[config.mk]
export PLATFORM = sky130hd
export DESIGN_NAME = fetch_port_arbiter
export DESIGN_NICKNAME = d
export VERILOG_FILES = /design/src/rtl/fetch_port_arbiter.sv
export SDC_FILE = /design/constraint.sdc
export NUM_CORES = 1
export LEC_CHECK = 0
export CORE_ASPECT_RATIO = 0.5
export CORE_MARGIN = 2
export CORE_UTILIZATION = 37
export CTS_BUF_LIST = sky130_fd_sc_hd__clkbuf_4 sky130_fd_sc_hd__clkbuf_8 sky130_fd_sc_hd__clkbuf_16
export CTS_CLUSTER_SIZE = 14
export DETAILED_ROUTE_END_ITERATION = 16
export PLACE_DENSITY = 0.88
export REMOVE_ABC_BUFFERS = 1
export SLEW_MARGIN = 20
export SYNTH_ARGS = -nofsm -noshare
export SYNTH_HDL_FRONTEND = slang
export SYNTH_SLANG_ARGS = --single-unit
[constraint.sdc]
create_clock -name clk -period 1.4 [get_ports clk]
set_clock_uncertainty 0.05 [all_clocks]
set_input_delay 0.21 -clock clk [delete_from_list [all_inputs] [get_ports clk]]
set_output_delay 0.21 -clock clk [all_outputs]
set_load 0.03 [all_outputs]
[src/rtl/fetch_port_arbiter.sv]
// Shares one instruction-memory port among NUM_WAYS fetch ways: round-robin grant,
// one outstanding access, per-way response routing, jump squashing and a watchdog.
module fetch_port_arbiter #(
    parameter int unsigned NUM_WAYS   = 2,
    parameter int unsigned ADDR_WIDTH = 32,
    parameter int unsigned INST_WIDTH = 32,
    parameter int unsigned TIMEOUT    = 64
) (
    input  logic                           clk,
    input  logic                           reset,
    input  logic [NUM_WAYS-1:0]            way_request_i,
    input  logic [NUM_WAYS*ADDR_WIDTH-1:0] way_instAddr_i,
    input  logic                           jumpFlag_i,
    output logic [NUM_WAYS*INST_WIDTH-1:0] way_inst_o,
    output logic [NUM_WAYS-1:0]            way_dataOk_o,
    output logic                           mem_request_o,
    output logic [ADDR_WIDTH-1:0]          mem_instAddr_o,
    input  logic [INST_WIDTH-1:0]          mem_inst_i,
    input  logic                           mem_dataOk_i,
    output logic                           busy_o,
    output logic                           timeout_err_o
);

    localparam int unsigned GRANT_W = (NUM_WAYS > 1) ? $clog2(NUM_WAYS) : 1;
    localparam int unsigned WD_W    = (TIMEOUT > 0) ? $clog2(TIMEOUT + 1) : 1;
    localparam bit          WD_EN   = (TIMEOUT > 0);
    localparam logic [WD_W-1:0] WD_LAST = WD_EN ? WD_W'(TIMEOUT - 1) : '0;

    typedef enum logic [1:0] {
        IDLE = 2'd0,
        BUSY = 2'd1,
        RESP = 2'd2,
        DROP = 2'd3
    } arbStateT;

    arbStateT              state;
    logic [GRANT_W-1:0]    lastGrant;
    logic [GRANT_W-1:0]    grantIdx;
    logic [WD_W-1:0]       wdCount;

    logic [GRANT_W-1:0]    scanIdx;
    logic                  scanHit;
    logic [ADDR_WIDTH-1:0] scanAddr;
    int unsigned           cand;

    // Round-robin scan starting just after the previous winner.
    always_comb begin
        scanIdx = lastGrant;
        scanHit = 1'b0;
        cand    = 0;
        for (int unsigned i = 1; i <= NUM_WAYS; i++) begin
            cand = 32'(lastGrant) + i;
            if (cand >= NUM_WAYS) begin
                cand = cand - NUM_WAYS;
            end
            if (!scanHit && way_request_i[GRANT_W'(cand)]) begin
                scanHit = 1'b1;
                scanIdx = GRANT_W'(cand);
            end
        end
    end

    always_comb begin
        scanAddr = '0;
        for (int unsigned k = 0; k < NUM_WAYS; k++) begin
            if (GRANT_W'(k) == scanIdx) begin
                scanAddr = way_instAddr_i[k*ADDR_WIDTH +: ADDR_WIDTH];
            end
        end
    end

    always_ff @(posedge clk) begin
        if (reset) begin
            state          <= IDLE;
            lastGrant      <= GRANT_W'(NUM_WAYS - 1);
            grantIdx       <= '0;
            wdCount        <= '0;
            way_inst_o     <= '0;
            way_dataOk_o   <= '0;
            mem_request_o  <= 1'b0;
            mem_instAddr_o <= '0;
            busy_o         <= 1'b0;
            timeout_err_o  <= 1'b0;
        end else begin
            way_dataOk_o <= '0;
            case (state)
                IDLE: begin
                    if (!jumpFlag_i && scanHit) begin
                        grantIdx       <= scanIdx;
                        lastGrant      <= scanIdx;
                        mem_instAddr_o <= scanAddr;
                        mem_request_o  <= 1'b1;
                        busy_o         <= 1'b1;
                        wdCount        <= '0;
                        state          <= BUSY;
                    end
                end
                BUSY, DROP: begin
                    if (mem_dataOk_i) begin
                        mem_request_o <= 1'b0;
                        if (state == BUSY && !jumpFlag_i) begin
                            for (int unsigned k = 0; k < NUM_WAYS; k++) begin
                                if (GRANT_W'(k) == grantIdx) begin
                                    way_inst_o[k*INST_WIDTH +: INST_WIDTH] <= mem_inst_i;
                                    way_dataOk_o[k]                        <= 1'b1;
                                end
                            end
                            state <= RESP;
                        end else begin
                            busy_o <= 1'b0;
                            state  <= IDLE;
                        end
                    end else if (WD_EN && wdCount == WD_LAST) begin
                        // Memory never answered: abandon the access without a response.
                        timeout_err_o <= 1'b1;
                        mem_request_o <= 1'b0;
                        busy_o        <= 1'b0;
                        state         <= IDLE;
                    end else begin
                        if (WD_EN) begin
                            wdCount <= wdCount + 1'b1;
                        end
                        if (jumpFlag_i) begin
                            state <= DROP;
                        end
                    end
                end
                RESP: begin
                    busy_o <= 1'b0;
                    state  <= IDLE;
                end
                default: begin
                    busy_o        <= 1'b0;
                    mem_request_o <= 1'b0;
                    state         <= IDLE;
                end
            endcase
        end
    end

endmodule

# [Yosys cells after proc, flatten, opt, wreduce, memory -nomap -nowiden]
# Cells that the tools add are included.
[word_totals] ff_bits=112 output_inout_bits=101 elab_cells=81
[op_classes] n_addsub=5 n_lt_le_gt_ge=4 eq_ne=10 muxes=30 bitwise=4 reduce_logical=17
[ops] cell="32-bit two-way mux" count=1
[ops] cell="7-bit two-way mux" count=3
[ops] cell="1-bit two-way mux" count=17
[ops] cell="7-bit one-hot mux with 2 select lines" count=1
[ops] cell="4-bit AND reduction" count=3
[ops] cell="2-bit two-way mux" count=5
[ops] cell="3-bit AND reduction" count=3
[ops] cell="7-bit by 1-bit adder with 7-bit output (second input constant)" count=1
[ops] cell="7-bit by 6-bit == test with 1-bit output (second input constant)" count=1
[ops] cell="2-bit inequality test (second input constant)" count=3
[ops] cell="3-bit inequality test (second input constant)" count=2
[ops] cell="2-bit one-hot mux with 3 select lines" count=1
[ops] cell="2-bit == test (second input constant)" count=2
[ops] cell="1-bit by 2-bit < comparator with 1-bit output (second input constant)" count=2
[ops] cell="4-bit inequality test (second input constant)" count=1
[ops] cell="1-bit NOT" count=4
[ops] cell="2-bit AND reduction" count=2
[ops] cell="4-bit OR reduction" count=1
[ops] cell="1-bit by 2-bit adder with 3-bit output (second input constant)" count=1
[ops] cell="3-bit by 2-bit >= comparator with 1-bit output (second input constant)" count=1
[ops] cell="1-bit logical AND" count=3
[ops] cell="1-bit one-hot mux with 3 select lines" count=1
[ops] cell="1-bit by 1-bit adder with 2-bit output (second input constant)" count=1
[ops] cell="2-bit by 1-bit == test with 1-bit output (second input constant)" count=1
[ops] cell="other kinds (7)" count=9

# [Logic depth before layout (Yosys ltp)]
# Gate-level depths: netlist of run 1.
[depth] word_depth=12 mapped_depth=6

# [Worst setup path before layout of run 1]
# OpenSTA, ideal clock, no wires.
[synth_timing] kind="register to register" startpoint="register wdCount[0]" endpoint="register wdCount[2]" setup_ns=0.058 t_arrival_ns=1.436 slack_ns=-0.145 path_stages_with_launch=6 n_path_buf=0 path_cell_list="dfxtp_1 > ha_1 > nand4_1 > o21a_1 > a2111oi_0 > a31o_2"
[synth_via] elab_chain_len=4
[synth_lines] element="from (decl)" line="39" rtl="logic [WD_W-1:0] wdCount;"
[synth_lines] element="from (signal assigned)" line="121" rtl="wdCount <= wdCount + 1'b1;"
[synth_lines] element="7-bit by 1-bit adder with 7-bit output" line="121"
[synth_lines] element="7-bit two-way mux" line="113" rtl="end else if (WD_EN && wdCount == WD_LAST) begin"
[synth_lines] element="7-bit two-way mux" line="99" rtl="if (mem_dataOk_i) begin"
[synth_lines] element="7-bit one-hot mux with 2 select lines" line="86" rtl="case (state)"
# Parallel ways exist; a longest one is shown, timed or not. The select of a mux whose other input is x is not followed.
# A chain may end at the register's enable or synchronous reset.

# [Final worst setup path of run 1]
[layout_timing] startpoint="register state[0]" endpoint="register way_inst_o[56]"
[layout_via] elab_chain_len=3
[layout_lines] element="from (decl)" line="36" rtl="arbStateT state;"
[layout_lines] element="from (signal assigned)" line="74" rtl="state <= IDLE;"
[layout_lines] element="from (signal assigned)" line="95" rtl="state <= BUSY;"
[layout_lines] element="from (signal assigned)" line="108" rtl="state <= RESP;"
[layout_lines] element="2-bit by 1-bit == test with 1-bit output or 2-bit == test (tied branches)" line="86, 101"
[layout_lines] element="2-bit OR reduction or 1-bit logical AND (tied branches)" line="86, 101"
[layout_lines] element="4-bit AND reduction (no line) *"
[layout_lines] element="to (signal, indexed assignment)" line="104" rtl="way_inst_o[k*INST_WIDTH +: INST_WIDTH] <= mem_inst_i;"
[layout_lines] element="to (decl)" line="14" rtl="output logic [NUM_WAYS*INST_WIDTH-1:0] way_inst_o,"
# Every way passes the cells marked *; elsewhere a longest branch is shown, timed or not.

==> metrics.sh, run 1 <==
TYPE_OF_THE_SETUP_PATH_WITH_THE_LEAST_SLACK='reg -> reg'
CORE_REGION_AREA_UM2=11250
SYNTH.YOSYS.WARNINGS=0
ASYNCSETRESETFLOPFRACSYNTH=0
COMBINATIONALPOWERSHARE=0.225
DIODES=0
SYN_AVG_CELL_AREA_UM2=8.601
FINALHOLDVIOLATIONS=0
FINISH.NET_COUNT=845
RSZ0062_AT_GRT='yes'
MIN_FROM='jumpFlag_i'
VDD_IR_DROP_MAX_V=0.0005747
ANTENNA_LEFT=0
LENGTH_OF_THE_FIRST_DETAILED_ROUTING_PASS_IN_ITERATIONS=4
SWITCHINGPOWER_mW=2.119
TOP_FANOUT_VALUE_ON_THE_CRITICAL_PATH=16
POST-DP-HPWL_MM=9.165
XOR_XNOR_SHARE_OF_THE_SYNTHESIZED_AREA=0
STATIC-LEAKAGE-POWER_nW=3.167
WORSTSETUPENDPOINTTYPE='register'
CRITPATHARRIVALTIME_PS=1740
FIRST_GLOBAL_VIAS=4533
POST_DETAILED_ROUTE_VIA_TO_CELL_RATIO=5.118
TOP_LEVEL_PORTS=203
CLK_TRANSITION_REPORTED_PATHS_PS=70
SYNTH_TOP_FAMILY_BY_AREA='simple AND/OR/NAND/NOR gates'
INSERTION_DELAY_PS=350
SWSHARE=0.2795
TNS_PS=-8411
WORST_SETUP_PATH_START_KIND='register'
REPORT.FINAL.SETUP_VIOL=105
CTS_MAX_LEVEL=3
CLK_ROOT_BUFFER_CELL='sky130_fd_sc_hd__clkbuf_16'
POWER_mW=7.583
POST_SYNTH_AND_OR_NAND_NOR_AREA_FRACTION=0.1916
FINAL_CRITICAL_PATH_SETUP_SLACK_PS=-152.9
CLOCK_SINKS=112
CLOCK.FMAX_MHz=644.0
CTS_MAX_PATH_BUFFERS=2
DETAIL_ROUTE.WL_PER_CELL_UM=17.22
DIE-HEIGHT_UM=80.84
POWER.SHARE.SEQUENTIAL=0.447
ROUTE.FINAL.WIRE_LENGTH_MM=15.60
INITIALDRTVIOLATIONCOUNT=277
CLOCKPOWERSHARE=0.328
WORSTSETUPSTARTPOINT='state[0]'
STATUS='finished with violations'
TOTAL_POWER_PER_UNIT_CELL_AREA_nW_PER_UM2=957.6
INITIAL_CORE_UTIL=0.3884
SYNTH_EDF_COUNT=0
WORSTPATHREQUIRED_PS=1580
GROUTE.USAGE.OVERALL=0.2159
WORST-SLEW-PIN-TRANSITION_PS=374.2
SYNTH-COMPOUND-AREA-SHARE=0.1621
SYNTH.AREA.MUX_SHARE=0.08362
CTS_HOLD_REPAIR.BUFFERS=0
SYNTH_FF_TYPE='sky130_fd_sc_hd__dfxtp_1'
SLEW_HEADROOM=0.7516
DRCVIOLATIONCOUNT=0
COUNT_OF_CELL_TYPES_IN_THE_NETLIST=37
LAYOUT_COMMONEST_CELL='sky130_fd_sc_hd__dfxtp_1'
FINAL_CRITICAL_PATH_TIME_INCLUDING_I_O_DELAYS_AND_SETUP_PS=1553
YS_FF_LATCH=112
INTERNAL-POWER_mW=5.463
WIRE_LENGTH_OF_THE_FIRST_GLOBAL_ROUTING_PASS_MM=21.73
SYNTHTOLAYOUTAREAGROWTH_PCT=81.24
BUFFER_PORTS.INSERTED=202
FINALWEIGHTEDCONGESTION=0.8038
SYNTHADDERAREAFRAC=0.002864
CORE.ROWCOUNT=27
LAYOUT_COMMON_CELLS='sky130_fd_sc_hd__dfxtp_1 (106), sky130_fd_sc_hd__nand2_1 (99), sky130_fd_sc_hd__clkdlybuf4s50_1 (96)'
CHIPWIDTH_UM=157.7
CTS-BUFFERS-INSERTED=9
RATIO_OF_CELLS_WITH_DRIVE_ABOVE_1_IN_THE_FINAL_LAYOUT=0.2610
VIOLATIONS_IN_THE_FINAL_REPORTS='setup timing'
POST-ROUTE-PERIOD-UTIL=1.109
SYN-INSTANCE-COUNT=508
CAP_VIOLATIONS=0
GRT_MAX_DEGREE=51
ROUTE.VIAS.TOTAL=4637
YOSYSSEQAREASHARE=0.5132
RR_STARTPOINT='state[0]'
SLEW_VIOLATIONS=0
MIN_PATH_TYPE='in -> reg'
GRT-OVFL-TOTAL=0
CTS_TREE='yes'
ANTENNA_FOUND_INITIAL=0
SYNTH.CELL_AREA_UM2=4369
FLOORPLAN.DIE_AREA_UM2=12750
==> metrics by stage <==
stage / util / hold slack [ps] / cell area (µm²) / setup WS (ps) / cells
finish: 0.7039 / 132.2 / 7919 / -152.9 / 906
global route: 0.7039 / 120.4 / 7919 / -181.2 / 906
CTS: 0.6548 / 145.3 / 7366 / -76.66 / 896
detailed placement: 0.6027 / 391.9 / 6780 / -561.4 / 864
global placement: 0.6027 / 382.8 / 6780 / -468.6 / 864
floorplan: - / 229.1 / 4177 / -1005 / 469
==> layer usage <==
layer | vias to the layer above | share of wire | track usage | wire, µm
li1 | 2212 | - | - | -
met1 | 2219 | 0.39 | 0.2354 | 6079
met2 | 171 | 0.53 | 0.4139 | 8303
met3 | 35 | 0.051 | 0.04856 | 795
met4 | 0 | 0.027 | 0.08273 | 420
met5 | - | 0 | 0 | 0
==> critical path, stage by stage (launching register included) <==
cell and delay [ps]:
sky130_fd_sc_hd__dfxtp_4 380, sky130_fd_sc_hd__nand2_4 70, sky130_fd_sc_hd__or4b_4 570, sky130_fd_sc_hd__buf_12 190, sky130_fd_sc_hd__nand2_1 90, sky130_fd_sc_hd__a21oi_1 90
==> sequential cells by signal, indices dropped and copies added, names as in the netlist <==
register,flops
timeout_err_o,1
mem_instAddr_o,32
busy_o,1
way_dataOk_o,2
wdCount,7
state,2
lastGrant,1
way_inst_o,64
grantIdx,1
mem_request_o,1
==> logic make-up (layout without fill, tap and decap cells) <==
| group | after synthesis | after routing |
|---|---|---|
| and+or+nand+nor | 201 | 201 |
| AOI/OAI and AO/OA | 117 | 117 |
| muxes | 35 | 35 |
| DFF | 112 | 112 |
| buffers and inverters | 42 | 281 |
| adders and majority gates | 1 | 1 |
==> cell usage after synthesis (all sizes together), types with 2 or more instances <==
library cell | count | area [µm²]
nand2 | 131 | 494.2
clkbuf | 18 | 68.81
nand2b | 4 | 25.02
dfxtp | 112 | 2242
buf | 21 | 123.9
nor3 | 3 | 26.28
mux2i | 33 | 342.8
a21oi | 67 | 335.3
a32oi | 2 | 17.52
inv | 3 | 11.26
o21ai | 3 | 15.01
o21bai | 3 | 22.52
nor2 | 48 | 180.2
or4 | 2 | 15.01
nor2b | 2 | 12.51
nand3 | 5 | 25.02
a211oi | 34 | 255.2
mux2 | 2 | 22.52
o21a | 2 | 15.01
==> worst paths after layout <==
path	endpoint	slack, ps	cells past startpoint
min reg2reg	wdCount[6]	400	2
max	way_inst_o[56]	-150	5
min	state[0]	130	2
max reg2reg	way_inst_o[56]	-150	5
==> power by group through the flow <==
stage	sequential (mW)	combinational (mW)	clock [mW]
floorplan	3.68	0.351	0
global placement	3.45	1.34	0
detailed placement	3.46	1.36	0
CTS	3.38	1.47	2.53
global route	3.40	1.78	2.63
finish	3.39	1.70	2.49
==> final cells by class <==
type                       instances  area (µm²)
clock buffer                      11       246.5
clock inverter                     5       38.79
fill                             836        3331
inverter                           3       11.26
multi-input combinational        354        2427
sequential                       112        2257
tap                              159       198.9
timing repair buffer             262        2739
==> repair_timing <==
action	CTS	global route
gates cloned	7	6
hold endpoints to repair	0	0
setup endpoints to repair	211	133
resized for setup	162	155
buffers inserted	9	5
pin swaps	27	46
Note: power is estimated with default switching activity, not from simulation.
==> run 2: changes to the inputs <==
- CTS_CLUSTER_DIAMETER: default -> 40
==> results of run 2 <==
Same layout as run 1: the final DEF is identical, and so are final timing and power.
